`config.mk`:
```
export PLATFORM = sky130hd
export DESIGN_NAME = pkt_bsorter
export DESIGN_NICKNAME = d
export VERILOG_FILES = /design/src/rtl/pkt_bsorter.sv
export SDC_FILE = /design/constraint.sdc
export NUM_CORES = 1
export LEC_CHECK = 0
export BUFFER_PORTS_ARGS = -buffer_cell sky130_fd_sc_hd__buf_2
export CAP_MARGIN = 10
export CORE_ASPECT_RATIO = 1.1
export CORE_MARGIN = 2
export CORE_UTILIZATION = 64
export DETAILED_ROUTE_END_ITERATION = 8
export PLACE_DENSITY_LB_ADDON = 0.2
export SLEW_MARGIN = 20
export SYNTH_ARGS = -nofsm -noshare
export SYNTH_HDL_FRONTEND = slang
export SYNTH_SLANG_ARGS = --single-unit
```
`constraint.sdc`:
```
create_clock -name clk_i -period 7.4 [get_ports clk_i]
set_input_delay 1.11 -clock clk_i [delete_from_list [all_inputs] [get_ports clk_i]]
set_output_delay 1.11 -clock clk_i [all_outputs]
set_load 0.05 [all_outputs]
```
`src/rtl/pkt_bsorter.sv`:
```
// Packet bubble sorter: loads one packet into a register array, sorts it in
// place (ascending/descending per packet, early exit), then streams it out.
module pkt_bsorter #(
  parameter int unsigned DWIDTH      = 8,
  parameter int unsigned MAX_PKT_LEN = 16,
  parameter int unsigned AWIDTH      = $clog2(MAX_PKT_LEN) + 1
) (
  input  logic              clk_i,
  input  logic              arst_n_i,
  input  logic [DWIDTH-1:0] snk_data_i,
  input  logic              snk_valid_i,
  input  logic              snk_sop_i,
  input  logic              snk_eop_i,
  output logic              snk_ready_o,
  input  logic              descending_i,
  output logic [DWIDTH-1:0] src_data_o,
  output logic              src_valid_o,
  output logic              src_sop_o,
  output logic              src_eop_o,
  input  logic              src_ready_i,
  output logic              busy_o,
  output logic              overflow_o
);

  localparam int unsigned IWIDTH = $clog2(MAX_PKT_LEN);
  localparam logic [AWIDTH-1:0] MAX_LEN = AWIDTH'(MAX_PKT_LEN);
  localparam logic [AWIDTH-1:0] ONE     = AWIDTH'(1);

  localparam logic [1:0] S_IDLE = 2'd0;
  localparam logic [1:0] S_LOAD = 2'd1;
  localparam logic [1:0] S_SORT = 2'd2;
  localparam logic [1:0] S_OUT  = 2'd3;

  logic [1:0]        r_state;
  logic [AWIDTH-1:0] r_len;
  logic [AWIDTH-1:0] r_j;
  logic [AWIDTH-1:0] r_k;
  logic [AWIDTH-1:0] r_limit;
  logic              r_swapped;
  logic              r_desc;
  logic              r_overflow;
  logic [DWIDTH-1:0] r_mem [MAX_PKT_LEN];

  logic [1:0]        w_state_nxt;
  logic              w_accept;
  logic              w_drop;
  logic [AWIDTH-1:0] w_load_len;
  logic              w_xfer_in;
  logic              w_xfer_out;
  logic              w_last;
  logic              w_pass_end;
  logic              w_swap;
  logic [IWIDTH-1:0] w_j_idx;
  logic [IWIDTH-1:0] w_jn_idx;
  logic [IWIDTH-1:0] w_wr_idx;
  logic [DWIDTH-1:0] w_lhs;
  logic [DWIDTH-1:0] w_rhs;

  assign snk_ready_o = (r_state == S_IDLE) || (r_state == S_LOAD);
  assign src_valid_o = (r_state == S_OUT);
  assign busy_o      = (r_state == S_SORT) || (r_state == S_OUT);
  assign overflow_o  = r_overflow;

  assign w_last     = (r_k == r_len - ONE);
  assign src_data_o = src_valid_o ? r_mem[r_k[IWIDTH-1:0]] : '0;
  assign src_sop_o  = src_valid_o && (r_k == '0);
  assign src_eop_o  = src_valid_o && w_last;

  assign w_xfer_in  = snk_valid_i && snk_ready_o;
  assign w_xfer_out = src_valid_o && src_ready_i;

  // Compare-swap operands for the current bubble position
  assign w_j_idx    = r_j[IWIDTH-1:0];
  assign w_jn_idx   = IWIDTH'(r_j + ONE);
  assign w_lhs      = r_mem[w_j_idx];
  assign w_rhs      = r_mem[w_jn_idx];
  assign w_swap     = r_desc ? (w_lhs < w_rhs) : (w_lhs > w_rhs);
  assign w_pass_end = (r_j == r_limit - ONE);
  assign w_wr_idx   = snk_sop_i ? '0 : r_len[IWIDTH-1:0];

  // Next-state and load bookkeeping
  always_comb begin
    w_state_nxt = r_state;
    w_accept    = 1'b0;
    w_drop      = 1'b0;
    w_load_len  = r_len;
    case (r_state)
      S_IDLE, S_LOAD: begin
        if (w_xfer_in && (snk_sop_i || (r_state == S_LOAD))) begin
          w_accept = 1'b1;
          if (snk_sop_i)            w_load_len = ONE;
          else if (r_len == MAX_LEN) w_drop    = 1'b1;
          else                       w_load_len = r_len + ONE;
          if (snk_eop_i) w_state_nxt = (w_load_len == ONE) ? S_OUT : S_SORT;
          else           w_state_nxt = S_LOAD;
        end
      end
      S_SORT: begin
        if (w_pass_end && (!(r_swapped || w_swap) || (r_limit == ONE)))
          w_state_nxt = S_OUT;
      end
      S_OUT: begin
        if (w_xfer_out && w_last) w_state_nxt = S_IDLE;
      end
      default: w_state_nxt = S_IDLE;
    endcase
  end

  always_ff @(posedge clk_i or negedge arst_n_i) begin
    if (!arst_n_i) begin
      r_state    <= S_IDLE;
      r_len      <= '0;
      r_j        <= '0;
      r_k        <= '0;
      r_limit    <= '0;
      r_swapped  <= 1'b0;
      r_desc     <= 1'b0;
      r_overflow <= 1'b0;
    end else begin
      r_state    <= w_state_nxt;
      r_overflow <= w_drop;
      case (r_state)
        S_IDLE, S_LOAD: begin
          if (w_accept) begin
            r_len <= w_load_len;
            if (snk_sop_i) r_desc <= descending_i;
            if (snk_eop_i) begin
              r_limit   <= w_load_len - ONE;
              r_j       <= '0;
              r_k       <= '0;
              r_swapped <= 1'b0;
            end
          end
        end
        S_SORT: begin
          if (w_pass_end) begin
            if (w_state_nxt != S_OUT) begin
              r_limit   <= r_limit - ONE;
              r_j       <= '0;
              r_swapped <= 1'b0;
            end
          end else begin
            r_j       <= r_j + ONE;
            r_swapped <= r_swapped || w_swap;
          end
        end
        S_OUT: begin
          if (w_xfer_out && !w_last) r_k <= r_k + ONE;
        end
        default: ;
      endcase
    end
  end

  // Packet storage; contents are not reset
  always_ff @(posedge clk_i) begin
    if (w_accept && !w_drop) begin
      r_mem[w_wr_idx] <= snk_data_i;
    end else if ((r_state == S_SORT) && w_swap) begin
      r_mem[w_j_idx]  <= w_rhs;
      r_mem[w_jn_idx] <= w_lhs;
    end
  end

endmodule

```
-- Word-level counts from Yosys, hierarchy flattened
Memories as Yosys holds them, arrays and structs flattened.
Cells that the tools add are included.
- $add $sub $neg: 6
- multiplexer cells: 46
- equality and inequality tests: 15
- magnitude comparators: 2
- reduce and logical (&&, ||, !) cells: 29
- operator list (kind ; count):
    5-bit 2-to-1 mux ; 15
    5-bit one-hot mux with 2 select lines ; 3
    1-bit 2-to-1 mux ; 18
    8-bit 2-to-1 mux ; 2
    5-bit by 1-bit adder with 5-bit output (second input constant) ; 3
    5-bit by 1-bit subtractor with 5-bit output (second input constant) ; 3
    5-bit by 1-bit == test with 1-bit output (second input constant) ; 2
    5-bit == test ; 2
    1-bit logical AND ; 10
    8-bit > comparator ; 1
    8-bit less-than comparator ; 1
    2-bit 2-to-1 mux ; 4
    4-bit 2-to-1 mux ; 2
    2-bit inequality test (second input constant) ; 4
    4-bit AND reduction ; 2
    8-bit OR reduction ; 1
    2-bit one-hot mux with 3 select lines ; 1
    5-bit == test (second input constant) ; 1
    5-bit logical NOT ; 1
    1-bit logical OR ; 5
    5-bit AND reduction ; 1
    2-bit == test (second input constant) ; 2
    2-bit by 1-bit inequality test with 1-bit output (second input constant) ; 2
    2-bit nonzero test ; 2
    other kinds (8) ; 10
- output and inout bits: 14
- logic and storage cells: 107
- memories kept: 1
- RAM bits: 128
- input port bits: 15
- register bits: 25
- memory list (memory ; depth ; width ; rd ports ; clocked after memory_dff ; write ports ; RTL line ; source):
    r_mem ; 16 ; 8 ; 3 ; 0 ; 2 ; 42 ; logic [DWIDTH-1:0] r_mem [MAX_PKT_LEN];

-- Depth between registers and ports, before layout
Gate-level depths: netlist (run 1).
- depth after elaboration: 15
- depth in mapped cells: 20
- depth with buffers taken out: 13

-- Least setup slack after synthesis (run 1)
Ideal clock, no wire load.
- path kind: flip-flop to flip-flop
- from: reg r_j[1]
- to: mem r_mem[11][0] (enable)
- arrival time: 5430 ps
- stages on the path, launching flop included: 17
- data required time: 6996 ps
- path buffers: 4
- path slack: 1566 ps
- setup time: 404 ps
- period minus slack after synthesis: 5834 ps
- cell sequence: dfrtp_1 buf_8 clkbuf_1 clkinv_1 ha_1 buf_2 buf_4 mux4_2 mux4_2 ha_1 nand4_1 or3b_1 a21oi_1 a211oi_2 nor2_1 nand3_1 o311ai_0
- RTL lines (item ; RTL line ; source):
    from (decl) ; 36 ; logic [AWIDTH-1:0] r_j;
    from (signal assigned) ; 143 ; r_j <= r_j + ONE;
    to (decl) ; 42 ;

==> impl_metrics.env, run 1 <==
export IMPL_ctsHoldBuffers=0
export IMPL_synth_cell_types=76
export IMPL_area_growth_syn_to_layout_pct=7.92
export IMPL_fp_dieH_um=141
export IMPL_dieArea_um2=18100
export IMPL_yosys_warnings=0
export IMPL_synth_most_common_cell="mux2i_1"
export IMPL_cp_start_kind="flop"
export IMPL_grt_max_degree=63
export IMPL_maxSlewViolCount=0
export IMPL_die_width_um=129
export IMPL_syn_nets=867
export IMPL_wire_per_inst_um=31.4
export IMPL_critical_path_class="flop to flop"
export IMPL_htreeDepth=4
export IMPL_synth_edf_count=128
export IMPL_cpPeakStageDelay_ns=0.84
export IMPL_finalCriticalPeriod_ns=6.24
export IMPL_synth_seq_area_share=0.409
export IMPL_ios=29
export IMPL_drt_pass1_iterations=6
export IMPL_worstMarginPinSlew_ns=1.12
export IMPL_cp_required_ns=7.45
export IMPL_postCtsSetupRepairBufs=0
export IMPL_ant_nets=0
export IMPL_cp_slowest_cell="ha_4"
export IMPL_p_per_area_nw_per_um2=463
export IMPL_ir_drop_uv=305
export IMPL_syn_inst=832
export IMPL_drtIter0Drc=1148
export IMPL_cts_resized=0
export IMPL_tns_ns=0
export IMPL_final_nets=859
export IMPL_drc=0
export IMPL_core_area_um2=16900
export IMPL_synth_top_area_cell="edfxtp_1"
export IMPL_gp_congestion=0.993
export IMPL_synthArstFlopShare=0.163
export IMPL_ys_flop_type="edfxtp_1"
export IMPL_post_route_period_util=0.843
export IMPL_clock_sinks=153
export IMPL_dp_hpwl_mm=22.3
export IMPL_rsz0062_at_grt="false"
export IMPL_numCtsBuffers=17
export IMPL_worstPathMaxFanout=30
export IMPL_drv_cap=0
export IMPL_min_path_type="flop to flop"
export IMPL_synth_area_um2=10900
export IMPL_port_buffers=28
export IMPL_synth_avg_cell_area_um2=13.1
export IMPL_vias=8178
export IMPL_cts_tree="built"
export IMPL_cts_root_buffer="clkbuf_16"
export IMPL_hold_worst_slack_ns=0.543
export IMPL_status="completed"
export IMPL_drt_total_wl_mm=32.8
export IMPL_cts_clk_slew_worst_paths_ns=0.06
export IMPL_initial_core_util=0.646
export IMPL_synth_common_cells="mux2i_1 (129), edfxtp_1 (128), mux4_2 (112)"
export IMPL_critical_path_cell_chain="clkinv_1 > ha_4 > buf_4 > mux4_2 > mux4_2 > inv_2 > ha_1 > nand4_1 > or3b_1 > a21oi_1 > a211oi_2 > buf_4 > nor3b_1 > nand3_1 > o21ai_1"
export IMPL_antenna_found_initial=0
export IMPL_max_freq_mhz=160
export IMPL_ctsLongestPathBuffers=2
export IMPL_insertion_delay_ns=0.44
export IMPL_grt_pass1_wl_mm=49.8
export IMPL_leakage_nw=4.88
export IMPL_ys_seq_elements=153
export IMPL_endpoint_kind="flop"
export IMPL_antenna_cells=0
export IMPL_worstPathArrival_ns=6.29
export IMPL_finalInstanceArea_um2=11800
export IMPL_final_layout_size_suffix_gt1_frac=0.275
export IMPL_setup_viol=0
export IMPL_slew_headroom=0.245
export IMPL_fp_row_count=50
export IMPL_clock_skew_ns=0.0131
export IMPL_grt_usage=0.379
export IMPL_hold_viol_final=0
export IMPL_via_per_inst=7.83
export IMPL_synth_top_area_frac=0.352
export IMPL_grt_pass1_vias=7878
export IMPL_overflow=0
export IMPL_synthTopCellsByArea="edfxtp_1 (35%), mux4_2 (23%), mux2i_1 (12%)"
export IMPL_place_area_um2=11100
-- area by class of cell --
| class | instances | area, µm² |
|---|---|---|
| Multi-Input combinational cell | 565 | 5950 |
| Fill cell | 1167 | 5110 |
| Clock inverter | 12 | 199 |
| Clock buffer | 19 | 433 |
| Inverter | 31 | 116 |
| Tap cell | 208 | 260 |
| Sequential cell | 153 | 4470 |
| Timing Repair Buffer | 56 | 350 |
-- where the power goes --
group / leakage [nW] / internal, mW / switching, mW
Sequential: 1.46 / 1.19 / 0.161
Combinational: 3.12 / 1.27 / 1.88
Clock: 0.297 / 0.596 / 0.365
-- critical path: cells and delay by family (launching register included) --
family | cells | cell delay (ns)
buffers and inverters | 4 | 0.93
muxes | 2 | 1.00
and+or+nand+nor | 4 | 1.49
AOI/OAI and AO/OA | 3 | 1.04
DFF | 1 | 0.36
adders and majority gates | 2 | 1.02
-- metal layers --
layer	up-vias	track usage	wire, µm
met1	4014	0.512	11500
met4	0	0.132	1350
met2	759	0.604	15700
met3	135	0.100	4250
met5	-	0	0
li1	3270	-	-
-- layout by cell type (no fill, tap or decap), drive strengths merged, types with 27 or more instances in the layout --
| cell type | netlist | final |
|---|---|---|
| o21ai | 27 | 27 |
| inv | 30 | 31 |
| nand3 | 29 | 29 |
| buf | 48 | 56 |
| nor2 | 29 | 29 |
| edfxtp | 128 | 128 |
| mux4 | 112 | 112 |
| nand2 | 50 | 50 |
| a21oi | 28 | 28 |
| mux2i | 130 | 130 |
-- stage by stage --
step	worst slack, ns	power, mW	std cells	util
final	1.16	5.46	1044	0.697
after global routing	0.809	5.69	1044	0.697
after global placement	0.847	4.31	1013	0.659
after CTS	0.870	5.36	1044	0.696
after detailed placement	0.871	4.39	1013	0.659
after floorplan	1.57	3.92	832	-
-- flip-flops by register name, indices dropped and copies added, names as in the netlist --
name,count
r_k,5
r_mem,128
r_swapped,1
overflow_o,1
r_limit,5
r_state,2
r_desc,1
r_len,5
r_j,5
-- path summary, 6_finish.rpt --
check / startpoint / end / slack (ns) / cells after the start
worst min register to register: r_k[4]$_DFFE_PN0P_ / r_k[4]$_DFFE_PN0P_ / 0.54 / 1
worst min-delay path: r_k[4]$_DFFE_PN0P_ / r_k[4]$_DFFE_PN0P_ / 0.54 / 1
max in group asynchronous: arst_n_i / r_j[0]$_DFFE_PN0P_ / 6.28 / 1
worst max register to register: r_j[1]$_DFFE_PN0P_ / r_mem[9][0]$_DFFE_PP_ / 1.16 / 15
min in group asynchronous: arst_n_i / r_limit[1]$_DFFE_PN0P_ / 0.68 / 1
worst max-delay path: r_j[1]$_DFFE_PN0P_ / r_mem[9][0]$_DFFE_PP_ / 1.16 / 15
-- cell families after synthesis --
family,synth area share
flops,0.409
xor+xnor,0.0143
buf+inv,0.0508
fa+ha+maj,0.0229
compound gates,0.0622
simple gates,0.0857
mux,0.355
No activity file was read; power rests on OpenSTA's default activity.
==> run 2, diff against run 1 <==
clock period = 5.85 ns   (was 7.4 ns; I/O delays follow)
==> impl_metrics.env, run 2 (synthesis gave the netlist of run 1 again) <==
export IMPL_fp_row_count=50
export IMPL_cpPeakStageDelay_ns=0.79
export IMPL_wl_met1_mm=11.9
export IMPL_ctsLongestPathBuffers=2
export IMPL_cts_clk_slew_worst_paths_ns=0.06
export IMPL_reg2reg_depth=15
export IMPL_place_area_um2=11400
export IMPL_maxSlewViolCount=0
export IMPL_final_nets=890
export IMPL_drt_pass1_iterations=5
export IMPL_drtIter0Drc=1131
export IMPL_slew_headroom=0.317
export IMPL_post_route_period_util=0.953
export IMPL_numCtsBuffers=17
export IMPL_final_layout_size_suffix_gt1_frac=0.302
export IMPL_htreeDepth=4
export IMPL_min_path_type="input pin to asynchronous set/reset pin"
export IMPL_internal_power_mw=3.83
export IMPL_p_sw_mw=2.94
export IMPL_max_freq_mhz=179
export IMPL_drv_cap=0
export IMPL_place_ws_ns=0.190
export IMPL_p_per_area_nw_per_um2=565
export IMPL_crit_family="compound AO/OA/AOI/OAI gates"
export IMPL_setup_slack_ns=0.275
export IMPL_worstMarginPinSlew_ns=1.01
export IMPL_die_width_um=129
export IMPL_regMostFlops="r_mem"
export IMPL_vias=8202
export IMPL_power_total_mw=6.77
export IMPL_seq_power_share=0.255
export IMPL_grt_max_degree=72
export IMPL_reg2reg_to="r_mem[13][6]$_DFFE_PP_"
export IMPL_antenna_cells=0
export IMPL_rrSetupSlack_ns=0.27
export IMPL_crit_buf_inv=4
export IMPL_instances_no_fill=1076
export IMPL_core_area_um2=16900
export IMPL_clock_sinks=153
export IMPL_fp_dieH_um=141
export IMPL_fin_util=0.710
export IMPL_initial_core_util=0.646
export IMPL_grt_pass1_vias=8235
export IMPL_tns_ns=0
export IMPL_mostFrequentLayoutCell="mux2i_1"
export IMPL_drt_total_wl_mm=34.2
export IMPL_worstPathArrival_ns=5.72
export IMPL_place_inst=1044
export IMPL_combPwrFrac=0.579
export IMPL_finalCriticalPeriod_ns=5.58
export IMPL_area_growth_syn_to_layout_pct=9.81
export IMPL_ir_drop_uv=324
export IMPL_dieArea_um2=18100
export IMPL_port_buffers=28
export IMPL_cp_required_ns=5.99
export IMPL_dr_max_layer_used="met4"
export IMPL_grt_pass1_wl_mm=51.8
export IMPL_clock_skew_ns=0.00985
export IMPL_clkPwrFrac=0.166
export IMPL_leakage_nw=5.02
export IMPL_cp_slowest_cell="o21ai_0"
export IMPL_largest_reg_flops=128
export IMPL_rr_startpoint="r_j[0]$_DFFE_PN0P_"
export IMPL_drc=0
export IMPL_dp_hpwl_mm=23.4
export IMPL_critical_path_cell_chain="inv_1 > ha_2 > buf_4 > mux4_2 > mux4_2 > inv_1 > ha_1 > a41o_1 > a21oi_1 > and2_2 > a211oi_2 > nand2b_1 > mux2_1 > o21ai_0 > buf_4"
export IMPL_hold_viol_final=0
export IMPL_insertion_delay_ns=0.43
export IMPL_status="completed"
export IMPL_overflow=0
export IMPL_hold_worst_slack_ns=0.455
export IMPL_grt_usage=0.398
export IMPL_ios=29
export IMPL_worstPathMaxFanout=14
export IMPL_finalInstanceArea_um2=12000
export IMPL_wl_met2_mm=16.0
export IMPL_gp_congestion=0.996
export IMPL_cts_tree="built"
export IMPL_endpoint_kind="flop"
export IMPL_wire_per_inst_um=31.8
export IMPL_wl_met3_mm=4.43
export IMPL_setup_viol=0
export IMPL_via_per_inst=7.62
export IMPL_layout_common_cells="mux2i_1 (129), edfxtp_1 (128), mux4_2 (112)"
export IMPL_cp_start_kind="flop"
export IMPL_antenna_found_initial=0
export IMPL_rsz0062_at_grt="false"
export IMPL_critical_path_class="flop to flop"
export IMPL_netSwitchingFraction=0.435
export IMPL_ant_nets=0
export IMPL_cts_root_buffer="clkbuf_16"
export IMPL_fillers=1155
[run 2: changes by cell type in the layout (fill, tap and decap cells not counted), sizes merged]
cell | previous run | this run
buf | 56 | 87
bufinv | 5 | 3
clkinv | 4 | 7
[run 2: how the worst max path moves through the flow]
stage | from | to | slack (ns) | depth (start not counted)
2_1_floorplan | r_j[1]$_DFFE_PN0P_ | r_mem[11][0]$_DFFE_PP_ | 0.02 | 16
3_3_place_gp | r_j[0]$_DFFE_PN0P_ | r_mem[14][6]$_DFFE_PP_ | 0.28 | 14
3_5_place_dp | r_j[0]$_DFFE_PN0P_ | r_mem[14][7]$_DFFE_PP_ | 0.19 | 15
4_1_cts | r_j[0]$_DFFE_PN0P_ | r_mem[14][6]$_DFFE_PP_ | 0.16 | 15
5_1_grt | r_j[0]$_DFFE_PN0P_ | r_mem[15][5]$_DFFE_PP_ | 0.009 | 16
6_report | r_j[0]$_DFFE_PN0P_ | r_mem[13][6]$_DFFE_PP_ | 0.27 | 15
[run 2: repair_timing]
action                                 4_1_cts  5_1_grt
endpoints found under the hold margin        0        0
gates resized for setup                      0        4
setup endpoints to repair                    0       16
setup buffers                                0        0
hold buffers                                 0        0
[run 2: layer usage]
metal / vias up / track usage
met4: 0 / 0.182
met2: 700 / 0.609
li1: 3325 / -
met1: 4043 / 0.530
met5: - / 0
met3: 134 / 0.120
[run 2: cell type report]
class	count	area (µm²)	share of cell area
multi-input cells	565	5940	0.496
flip-flops and latches	153	4470	0.373
clock buffers	19	433	0.0361
well taps	208	260	0.0217
repair buffers	87	608	0.0507
clock inverters	13	153	0.0127
inverters	31	116	0.00971
[run 2: power by group through the flow]
stage               sequential, mW  clock (mW)  combinational (mW)
finish                        1.73        1.13                3.92
global route                  1.75        1.17                4.18
CTS                           1.72        1.13                3.85
detailed placement            1.74           0                3.83
global placement              1.73           0                3.72
floorplan                     1.66           0                3.30
[run 2: worst register-to-register path, cell delays in order (launching register included)]
cell and delay, ns:
dfrtp_4 0.45, inv_1 0.08, ha_2 0.47, buf_4 0.38
mux4_2 0.59, mux4_2 0.49, inv_1 0.10, ha_1 0.15
a41o_1 0.18, a21oi_1 0.08, and2_2 0.23, a211oi_2 0.44
nand2b_1 0.23, mux2_1 0.36, o21ai_0 0.79, buf_4 0.28
